[config.mk]
export PLATFORM = sky130hd
export DESIGN_NAME = axi_cmd_splitter
export DESIGN_NICKNAME = d
export VERILOG_FILES = /design/src/rtl/axi_cmd_splitter.sv
export SDC_FILE = /design/constraint.sdc
export NUM_CORES = 1
export LEC_CHECK = 0
export ABC_CLOCK_PERIOD_IN_PS = 12700
export CAP_MARGIN = 5
export CORE_ASPECT_RATIO = 0.7
export CORE_MARGIN = 10
export CORE_UTILIZATION = 58
export DETAILED_ROUTE_END_ITERATION = 7
export PLACE_DENSITY_LB_ADDON = 0.15
export SLEW_MARGIN = 20
export SYNTH_ARGS = -nofsm -noshare
export SYNTH_HDL_FRONTEND = slang
export SYNTH_SLANG_ARGS = --single-unit
[constraint.sdc]
create_clock -name clk -period 12.7 [get_ports clk]
set_input_delay 3.81 -clock clk [delete_from_list [all_inputs] [get_ports clk]]
set_output_delay 3.81 -clock clk [all_outputs]
set_load 0.01 [all_outputs]
[src/rtl/axi_cmd_splitter.sv]
// axi_cmd_splitter: splits a byte-addressed read/write request into AXI INCR
// bursts that respect a maximum beat count and 4 KB boundaries. It limits the
// number of bursts in flight, gathers one response per burst, and reports a
// sticky error code plus a burst count when the request completes.
// Ports:
//   clk, rst                      clock, asynchronous active-high reset
//   req_valid/ready/addr/length/id  request channel
//   m_ax_id/addr/len/size/burst/valid/ready  AR or AW master channel
//   resp_valid/ready/code         one response per burst (B, or R with RLAST)
//   done_valid/ready/error/bursts   completion channel
module axi_cmd_splitter #(
    parameter int unsigned C_ADDR_WIDTH      = 64,
    parameter int unsigned C_DATA_WIDTH      = 256,
    parameter int unsigned C_ID_WIDTH        = 8,
    parameter int unsigned C_LEN_WIDTH       = 36,
    parameter int unsigned C_MAX_BEATS       = 256,
    parameter int unsigned C_MAX_OUTSTANDING = 16
) (
    input  logic                    clk,
    input  logic                    rst,
    input  logic                    req_valid,
    output logic                    req_ready,
    input  logic [C_ADDR_WIDTH-1:0] req_addr,
    input  logic [C_LEN_WIDTH-1:0]  req_length,
    input  logic [C_ID_WIDTH-1:0]   req_id,
    output logic [C_ID_WIDTH-1:0]   m_ax_id,
    output logic [C_ADDR_WIDTH-1:0] m_ax_addr,
    output logic [7:0]              m_ax_len,
    output logic [2:0]              m_ax_size,
    output logic [1:0]              m_ax_burst,
    output logic                    m_ax_valid,
    input  logic                    m_ax_ready,
    input  logic                    resp_valid,
    output logic                    resp_ready,
    input  logic [1:0]              resp_code,
    output logic                    done_valid,
    input  logic                    done_ready,
    output logic [1:0]              done_error,
    output logic [15:0]             done_bursts
);

    localparam int unsigned BYTES = C_DATA_WIDTH / 8;
    localparam int unsigned SIZE  = $clog2(BYTES);
    // Beat counters hold ceil(length/BYTES) and must also hold 4 KB beat counts.
    localparam int unsigned BW    = (C_LEN_WIDTH + 1 > 13) ? C_LEN_WIDTH + 1 : 13;
    localparam int unsigned OW    = 8;

    typedef enum logic [1:0] {IDLE, ISSUE, DRAIN, DONE} state_t;

    state_t                  state;
    logic [BW-1:0]           remaining;
    logic [8:0]              cur_beats;
    logic [OW-1:0]           outstanding;

    logic                    ax_hs;
    logic                    resp_hs;
    logic [OW-1:0]           out_next;
    logic [BW-1:0]           rem_next;
    logic [C_ADDR_WIDTH-1:0] addr_next;
    logic [8:0]              beats_next;
    logic                    can_issue;
    logic [C_ADDR_WIDTH-1:0] acc_addr;
    logic [BW-1:0]           acc_total;
    logic [8:0]              acc_first;

    // Burst size = min(remaining beats, max beats, beats left in this 4 KB page).
    function automatic logic [8:0] burst_beats(input logic [C_ADDR_WIDTH-1:0] a,
                                               input logic [BW-1:0] rem);
        logic [12:0]   to_4k;
        logic [BW-1:0] lim;
        to_4k = (13'd4096 - {1'b0, a[11:0]}) >> SIZE;
        lim   = rem;
        if (BW'(C_MAX_BEATS) < lim) lim = BW'(C_MAX_BEATS);
        if (BW'(to_4k) < lim) lim = BW'(to_4k);
        return 9'(lim);
    endfunction

    assign m_ax_size  = 3'(SIZE);
    assign m_ax_burst = 2'b01;

    // Next-cycle bookkeeping shared by the state register.
    always_comb begin
        ax_hs      = m_ax_valid & m_ax_ready;
        resp_hs    = resp_valid & resp_ready;
        out_next   = outstanding + OW'(ax_hs) - OW'(resp_hs);
        rem_next   = ax_hs ? remaining - BW'(cur_beats) : remaining;
        addr_next  = ax_hs ? m_ax_addr + (C_ADDR_WIDTH'(cur_beats) << SIZE) : m_ax_addr;
        beats_next = burst_beats(addr_next, rem_next);
        can_issue  = (rem_next != '0) && (out_next < OW'(C_MAX_OUTSTANDING));
        acc_addr   = req_addr & ~(C_ADDR_WIDTH'(BYTES - 1));
        acc_total  = (BW'(req_length) + BW'(BYTES - 1)) >> SIZE;
        acc_first  = burst_beats(acc_addr, acc_total);
    end

    // Control FSM with registered outputs.
    always_ff @(posedge clk or posedge rst) begin
        if (rst) begin
            state       <= IDLE;
            remaining   <= '0;
            cur_beats   <= '0;
            outstanding <= '0;
            req_ready   <= 1'b0;
            m_ax_id     <= '0;
            m_ax_addr   <= '0;
            m_ax_len    <= '0;
            m_ax_valid  <= 1'b0;
            resp_ready  <= 1'b0;
            done_valid  <= 1'b0;
            done_error  <= 2'b00;
            done_bursts <= '0;
        end else begin
            outstanding <= out_next;
            // First SLVERR/DECERR sticks; EXOKAY has bit 1 clear and counts as OKAY.
            if (resp_hs && resp_code[1] && !done_error[1]) done_error <= resp_code;

            case (state)
                IDLE: begin
                    req_ready <= 1'b1;
                    if (req_valid && req_ready) begin
                        req_ready   <= 1'b0;
                        m_ax_id     <= req_id;
                        m_ax_addr   <= acc_addr;
                        remaining   <= acc_total;
                        cur_beats   <= acc_first;
                        m_ax_len    <= 8'(acc_first - 9'd1);
                        done_error  <= 2'b00;
                        done_bursts <= '0;
                        if (acc_total == '0) begin
                            state      <= DONE;
                            done_valid <= 1'b1;
                        end else begin
                            state      <= ISSUE;
                            m_ax_valid <= 1'b1;
                        end
                    end
                end
                ISSUE: begin
                    m_ax_addr <= addr_next;
                    remaining <= rem_next;
                    cur_beats <= beats_next;
                    m_ax_len  <= 8'(beats_next - 9'd1);
                    if (ax_hs) done_bursts <= done_bursts + 16'd1;
                    if (rem_next == '0) begin
                        m_ax_valid <= 1'b0;
                        if (out_next == '0) begin
                            state      <= DONE;
                            done_valid <= 1'b1;
                            resp_ready <= 1'b0;
                        end else begin
                            state      <= DRAIN;
                            resp_ready <= 1'b1;
                        end
                    end else begin
                        // Valid only drops on a handshake, so held bursts stay stable.
                        m_ax_valid <= can_issue;
                        resp_ready <= (out_next != '0);
                    end
                end
                DRAIN: begin
                    if (out_next == '0) begin
                        state      <= DONE;
                        done_valid <= 1'b1;
                        resp_ready <= 1'b0;
                    end else begin
                        resp_ready <= 1'b1;
                    end
                end
                DONE: begin
                    if (done_ready) begin
                        state      <= IDLE;
                        done_valid <= 1'b0;
                        req_ready  <= 1'b1;
                    end
                end
                default: state <= IDLE;
            endcase
        end
    end

endmodule

==> impl_metrics.yaml, run 1 <==
status:
  status: "finished clean"
detailed_routing:
  drt_iter0_drc: 1429
  viasPerCell: 6.57
  dr.pass1.iters: 5
  vias: 13000
  remaining_drc_errors: 0
  wl_um: 42600
  wire_per_inst_um: 21.5
  ant_nets: 0
synth:
  ys.warnings.count: 0
  ys_seq_area_share_pct: 31.6
  avgSynthCellArea_um2: 7.93
  synth-main-ff-cell: "dfrtp_1"
  async_flop_share_pct: 100
  synthCells: 1530
  ys_seq_elements: 153
  syn_area_mm2: 0.0121
  synth_edf_count: 0
  ys_types: 86
critical_path:
  critPathKind: "input pin to flip-flop"
  cp.arrival_ns: 10.76
  cp_top_family: "simple AND/OR/NAND/NOR gates"
  crit_buf_inv: 2
  cp_slowest_cell: "nor4_2"
  end_kind: "flip-flop"
  crit_chain: "clkdlybuf4s50_1 > and4_1 > o211ai_2 > nor4_2 > and4_1 > o2111ai_1 > nor3_1 > o2111a_1 > nand2_1 > ha_1 > a21oi_1 > o21ai_0 > a41o_1 > o211ai_1 > or4_1 > nor4b_2 > buf_4 > mux2_2 > a22oi_1 > nand3_1 > or4_1 > a31oi_1"
  r2r_cells: 25
  crit_cells: 22
  critPathLaunchType: "input pin"
  cp_max_fo: 13
  max_stage_delay_ns: 0.57
  cp.required_ns: 13.07
cts:
  clkSinkCount: 153
  cts_tree: "built"
  cts_buffer_depth: 2
  numCtsBuffers: 17
  cts-resized-gates: 0
  cts.hold.buffers_added: 0
  cts.reportedPaths.clkPinSlew_ns: 0.06
  post_cts_buffers: 0
  clk-insertion-delay-late_ns: 0.44
  ctsRootBufferMaster: "clkbuf_16"
  ctsHtreeMaxLevel: 4
sta:
  worstMarginPinSlew_ns: 1.10
  clock_skew_ns: 0.00847
  whs_ns: 0.475
  drv_slew: 0
  setup_tns_ns: 0
  finalCriticalPeriod_ns: 10.39
  period_share_pct: 81.8
  max_slew_margin_pct: 25.9
  setup_ws_ns: 2.31
  setup_viol: 0
  clock.fmax_mhz: 96.2
  rsz0062_at_grt: "false"
  hold_violations: 0
grt:
  globalRouteOverflowTotal: 0
  grtUsageTotal_pct: 30.3
  antenna_found_initial: 0
  grt_pass1_wl_um: 66400
  grt_pass1_vias: 11900
  grt_max_degree: 80
floorplan:
  initial_utilization_pct: 58.8
  core-area_mm2: 0.0206
  io_pins: 223
  dieArea_mm2: 0.0272
  rows: 44
  die_h_um: 141
  die_w_um: 193
pwr:
  p_total_uw: 3940
  peakVddDrop_v: 0.000244
  cellPowerDensity_mw_per_mm2: 262
  p_leak_uw: 0.00595
finish:
  antenna_cells: 0
  area_growth_pct: 23.7
  final_util_pct: 72.7
  nNetsFinal: 1862
  drive_gt1_share_pct: 5.51
worst_hold_path:
  hp-class: "flip-flop to flip-flop"
  hold_depth: 1
run:
  maxCapViolations: 0
placement:
  dp_hpwl_um: 31300
  dp_slack_ns: 2.02
  place.port_buffers: 207
  gp_congestion: 0.983
report_power, final:
| group | switching, uW | leakage [uW] | internal [uW] | total (uW) |
|---|---|---|---|---|
| Clock | 218 | 0.000297 | 337 | 556 |
| Sequential | 277 | 0.00186 | 702 | 978 |
| Combinational | 1420 | 0.00380 | 986 | 2400 |
registers in the layout (all words and copies together), names as in the netlist, 2 cells and up:
signal	flops
cur_beats	9
outstanding	8
m_ax_id	8
m_ax_addr	59
done_error	2
remaining	37
m_ax_len	8
state	2
done_bursts	16
worst reg2reg max path, cell delays in order, from the launching register on:
cell      delay [ns]
dfrtp_1         0.40
inv_1           0.14
ha_1            0.30
and2_1          0.20
a221oi_1        0.49
a21boi_0        0.21
o21ai_0         0.22
nor3b_1         0.22
o31ai_1         0.16
nor4b_1         0.58
nor2_1          0.10
nor4bb_1        0.29
buf_4           0.21
nand2b_1        0.07
ha_1            0.28
and2_1          0.12
o311ai_0        0.12
a21o_1          0.18
nand3_1         0.12
nor3b_1         0.17
nor4b_1         0.51
a21oi_1         0.14
a211o_1         0.39
or3_1           0.43
or4_1           0.48
a31oi_1         0.17
cells by family (layout without fill, tap and decap cells):
group / count (synthesis) / count (layout) / synth area share [%]
AOI/OAI and AO/OA: 446 / 446 / 23.7
xor gates and xnor gates: 72 / 72 / 5.26
adders and majority gates: 52 / 52 / 5.55
buffers and inverters: 147 / 315 / 5.03
DFF: 153 / 153 / 31.6
muxes: 33 / 33 / 2.80
other: 2 / 10 / 0.0619
and+or+nand+nor: 625 / 625 / 26.1
layer usage:
layer | track usage, % | wire, um
met2 | 44.5 | 18600
met5 | 0 | 0
met3 | 6.46 | 4520
met4 | 8.62 | 925
met1 | 43.5 | 18500
placed cells by master (no fill, tap or decap), drive strengths merged, types with 19 or more instances in the layout:
cell type,n
a21oi,128
a31oi,22
and3,24
buf,20
clkbuf,19
clkdlybuf4s50,207
dfrtp,153
ha,49
inv,56
mux2i,26
nand2,187
nand3,55
nand4,32
nor2,127
nor3,48
nor4,33
o21ai,100
o22a,19
o22ai,27
or3,21
xnor2,43
xor2,29
path summary, 6_finish.rpt:
path                          startpoint            end  slack, ns
min reg2reg                remaining[34]  remaining[34]       0.48
max                        req_length[5]    m_ax_len[7]       2.31
min in group asynchronous            rst     m_ax_id[0]       3.83
min                        remaining[34]  remaining[34]       0.48
max in group asynchronous            rst   remaining[2]       7.42
max reg2reg                 cur_beats[3]    m_ax_len[7]       5.93
final cells by class:
class	count	area, um2
Multi-Input combinational cell	1238	7770
Fill cell	1658	5640
Sequential cell	153	3830
Timing Repair Buffer	227	2220
Clock buffer	19	453
Tap cell	276	345
Inverter	57	219
Clock inverter	12	174
synth_stat cells (7+ instances only):
library cell	count	area share, %
or2_2	11	0.57
nand4_1	32	1.7
nand3_1	55	2.3
o31ai_1	7	0.43
xnor2_1	42	3.0
and2_1	14	0.72
a32oi_1	9	0.65
nor3b_1	9	0.56
a21oi_1	128	5.3
xor2_1	29	2.1
a221oi_1	7	0.51
o21bai_1	8	0.50
buf_4	11	0.68
nor2_1	127	3.9
and4_1	12	0.87
o22a_1	19	1.4
a22oi_1	10	0.62
a211oi_1	7	0.43
mux2i_1	26	2.1
nand2b_1	12	0.62
o22ai_1	27	1.4
o21a_1	10	0.62
nor4b_1	7	0.51
dfrtp_1	153	32
or3_1	20	1.0
ha_1	49	5.1
o211ai_1	15	0.93
and3_1	24	1.2
o21ai_0	99	4.1
inv_1	56	1.7
nor4_1	29	1.5
clkbuf_1	62	1.9
or4_1	10	0.62
nand2_1	187	5.8
buf_1	10	0.31
a21o_1	16	0.99
a31oi_1	22	1.1
mux2_2	7	0.65
nor3_1	48	2.0
metrics by stage:
stage	instances	instance area, um2
final	1982	15000
after global routing	1982	15000
after CTS	1982	15000
after detailed placement	1951	14400
after global placement	1951	14400
after floorplan	1538	12200
(Power assumes the default switching activity.)
==> run 2: changes to the inputs <==
--- a/config.mk
+++ b/config.mk
@@ -5,11 +5,11 @@
 export SDC_FILE = /design/constraint.sdc
 export NUM_CORES = 1
 export LEC_CHECK = 0
-export ABC_CLOCK_PERIOD_IN_PS = 12700
+export ABC_CLOCK_PERIOD_IN_PS = 9200
 export CAP_MARGIN = 5
 export CORE_ASPECT_RATIO = 0.7
 export CORE_MARGIN = 10
-export CORE_UTILIZATION = 58
+export CORE_UTILIZATION = 49
 export DETAILED_ROUTE_END_ITERATION = 7
 export PLACE_DENSITY_LB_ADDON = 0.15
 export SLEW_MARGIN = 20
==> constraint.sdc (replaced) <==
create_clock -name clk -period 9.2 [get_ports clk]
set_input_delay 2.76 -clock clk [delete_from_list [all_inputs] [get_ports clk]]
set_output_delay 2.76 -clock clk [all_outputs]
set_load 0.01 [all_outputs]
==> impl_metrics.yaml, run 2 (same netlist as run 1, synthesis figures left out) <==
floorplan:
  io_pins: 223
  core-area_mm2: 0.0245
  initial_utilization_pct: 49.5
  die_w_um: 208
  die_h_um: 152
  dieArea_mm2: 0.0316
  rows: 48
pwr:
  peakVddDrop_v: 0.000295
  p_total_uw: 5510
  cellPowerDensity_mw_per_mm2: 358
  p_leak_uw: 0.00612
worst_hold_path:
  hp-class: "flip-flop to flip-flop"
  hold_end: "remaining[34]"
  holdCritStartpoint: "remaining[34]"
  hold_depth: 1
placement:
  dp_hpwl_um: 32300
  place.port_buffers: 207
  placed_cell_area_mm2: 0.0147
  gp_congestion: 0.987
grt:
  grtUsageTotal_pct: 26.1
  grt_max_degree: 81
  antenna_found_initial: 0
  grt_pass1_wl_um: 66900
  grt_pass1_vias: 11900
  globalRouteOverflowTotal: 0
cts:
  cts_buffer_depth: 2
  cts_tree: "built"
  clk-insertion-delay-late_ns: 0.43
  clkSinkCount: 153
  cts.hold.buffers_added: 0
  ctsHtreeMaxLevel: 4
  cts.reportedPaths.clkPinSlew_ns: 0.06
  ctsRootBufferMaster: "clkbuf_16"
  numCtsBuffers: 17
detailed_routing:
  ant_nets: 0
  vias: 12900
  remaining_drc_errors: 0
  drt_iter0_drc: 1461
  wire_per_inst_um: 20.9
  viasPerCell: 6.24
  dr.pass1.iters: 6
  wl_um: 43100
sta:
  setup_viol: 0
  drv_slew: 0
  max_slew_margin_pct: 30.7
  setup_tns_ns: 0
  hold_violations: 0
  rsz0062_at_grt: "false"
  finalCriticalPeriod_ns: 8.65
  worstMarginPinSlew_ns: 1.03
  clock_skew_ns: 0.0116
  period_share_pct: 94.1
  clock.fmax_mhz: 116
critical_path:
  cp.required_ns: 9.55
  end_kind: "flip-flop"
  r2r-end: "m_ax_len[7]"
  critPathKind: "input pin to flip-flop"
  reg2reg_from: "remaining[0]"
  critPathLaunchType: "input pin"
  r2r_slack_ns: 2.16
  r2r_cells: 25
  cp.arrival_ns: 9.00
  cp_max_fo: 8
finish:
  final_cell_mix: "207 x clkdlybuf4s50_1, 187 x nand2_1, 153 x dfrtp_1"
  largest_reg_flops: 59
  nNetsFinal: 1894
  drive_gt1_share_pct: 7.31
  final_util_pct: 62.7
  regMostFlops: "m_ax_addr"
  fillers: 2215
  area_growth_pct: 26.6
  antenna_cells: 0
  largestRegisters: "m_ax_addr x59, remaining x37, done_bursts x16"
  fin_area_mm2: 0.0154
  layout_commonest_cell: "clkdlybuf4s50_1"
run:
  maxCapViolations: 0
status:
  status: "finished clean"
==> run 2: layout make-up <==
type                            count  area, um2  share of cell area [%]
Multi-Input combinational cell   1238       7780                    50.6
Sequential cell                   153       3830                    24.9
Timing Repair Buffer              259       2470                    16.1
Clock buffer                       20        467                    3.04
Tap cell                          325        407                    2.65
Inverter                           57        219                    1.43
Clock inverter                     11        194                    1.26
==> run 2: where the power goes <==
part	total, uW	internal (uW)	switching (uW)
clock	803	502	301
sequential	1350	969	381
combinational	3350	1410	1940
total	5510	2880	2620
==> run 2: how the worst max path moves through the flow <==
stage	slack, ns	end	from	cells past startpoint
2_1_floorplan	1.21	m_ax_len[7]	m_ax_ready	24
3_3_place_gp	0.20	m_ax_len[7]	req_length[14]	24
3_5_place_dp	0.14	m_ax_len[7]	req_length[5]	24
4_1_cts	0.59	m_ax_len[7]	req_length[6]	24
5_1_grt	0.08	m_ax_len[4]	req_length[5]	26
6_report	0.55	m_ax_len[7]	req_length[13]	24
==> run 2: critical path, stage by stage <==
cell	delay, ns
clkdlybuf4s50_1	0.52
buf_4	0.17
and4_1	0.28
nand2_1	0.22
nor4_2	0.37
and4_1	0.26
o2111ai_1	0.18
nor3_1	0.30
o2111a_2	0.34
nand2_1	0.08
ha_1	0.31
a21oi_1	0.07
o21ai_0	0.27
a41o_1	0.15
o211ai_1	0.17
or4_1	0.45
nor4b_2	0.38
buf_4	0.24
mux2_2	0.35
a22oi_1	0.15
buf_4	0.16
nand3_1	0.09
or4_1	0.55
a31oi_1	0.17
==> run 2: repair_timing <==
item / 4_1_cts / 5_1_grt
buffers inserted: 0 / 0
endpoints found under the setup margin: 0 / 2
gates resized for setup: 0 / 1
==> run 2: layer usage <==
layer	GRT usage, %	vias to the layer above	wire length [um]
met5	0	-	0
met4	5.67	0	599
met3	4.98	56	3780
met2	39.4	605	19100
met1	37.7	6193	19700
li1	-	6023	-
==> run 2: through the flow <==
stage | std cells | setup slack [ns] | hold WS [ns]
2_1_floorplan | 1538 | 1.21 | 0.437
3_3_place_gp | 2032 | 0.204 | 0.458
3_5_place_dp | 2032 | 0.144 | 0.459
4_1_cts | 2063 | 0.585 | 0.473
5_1_grt | 2063 | 0.0793 | 0.490
6_report | 2063 | 0.547 | 0.470
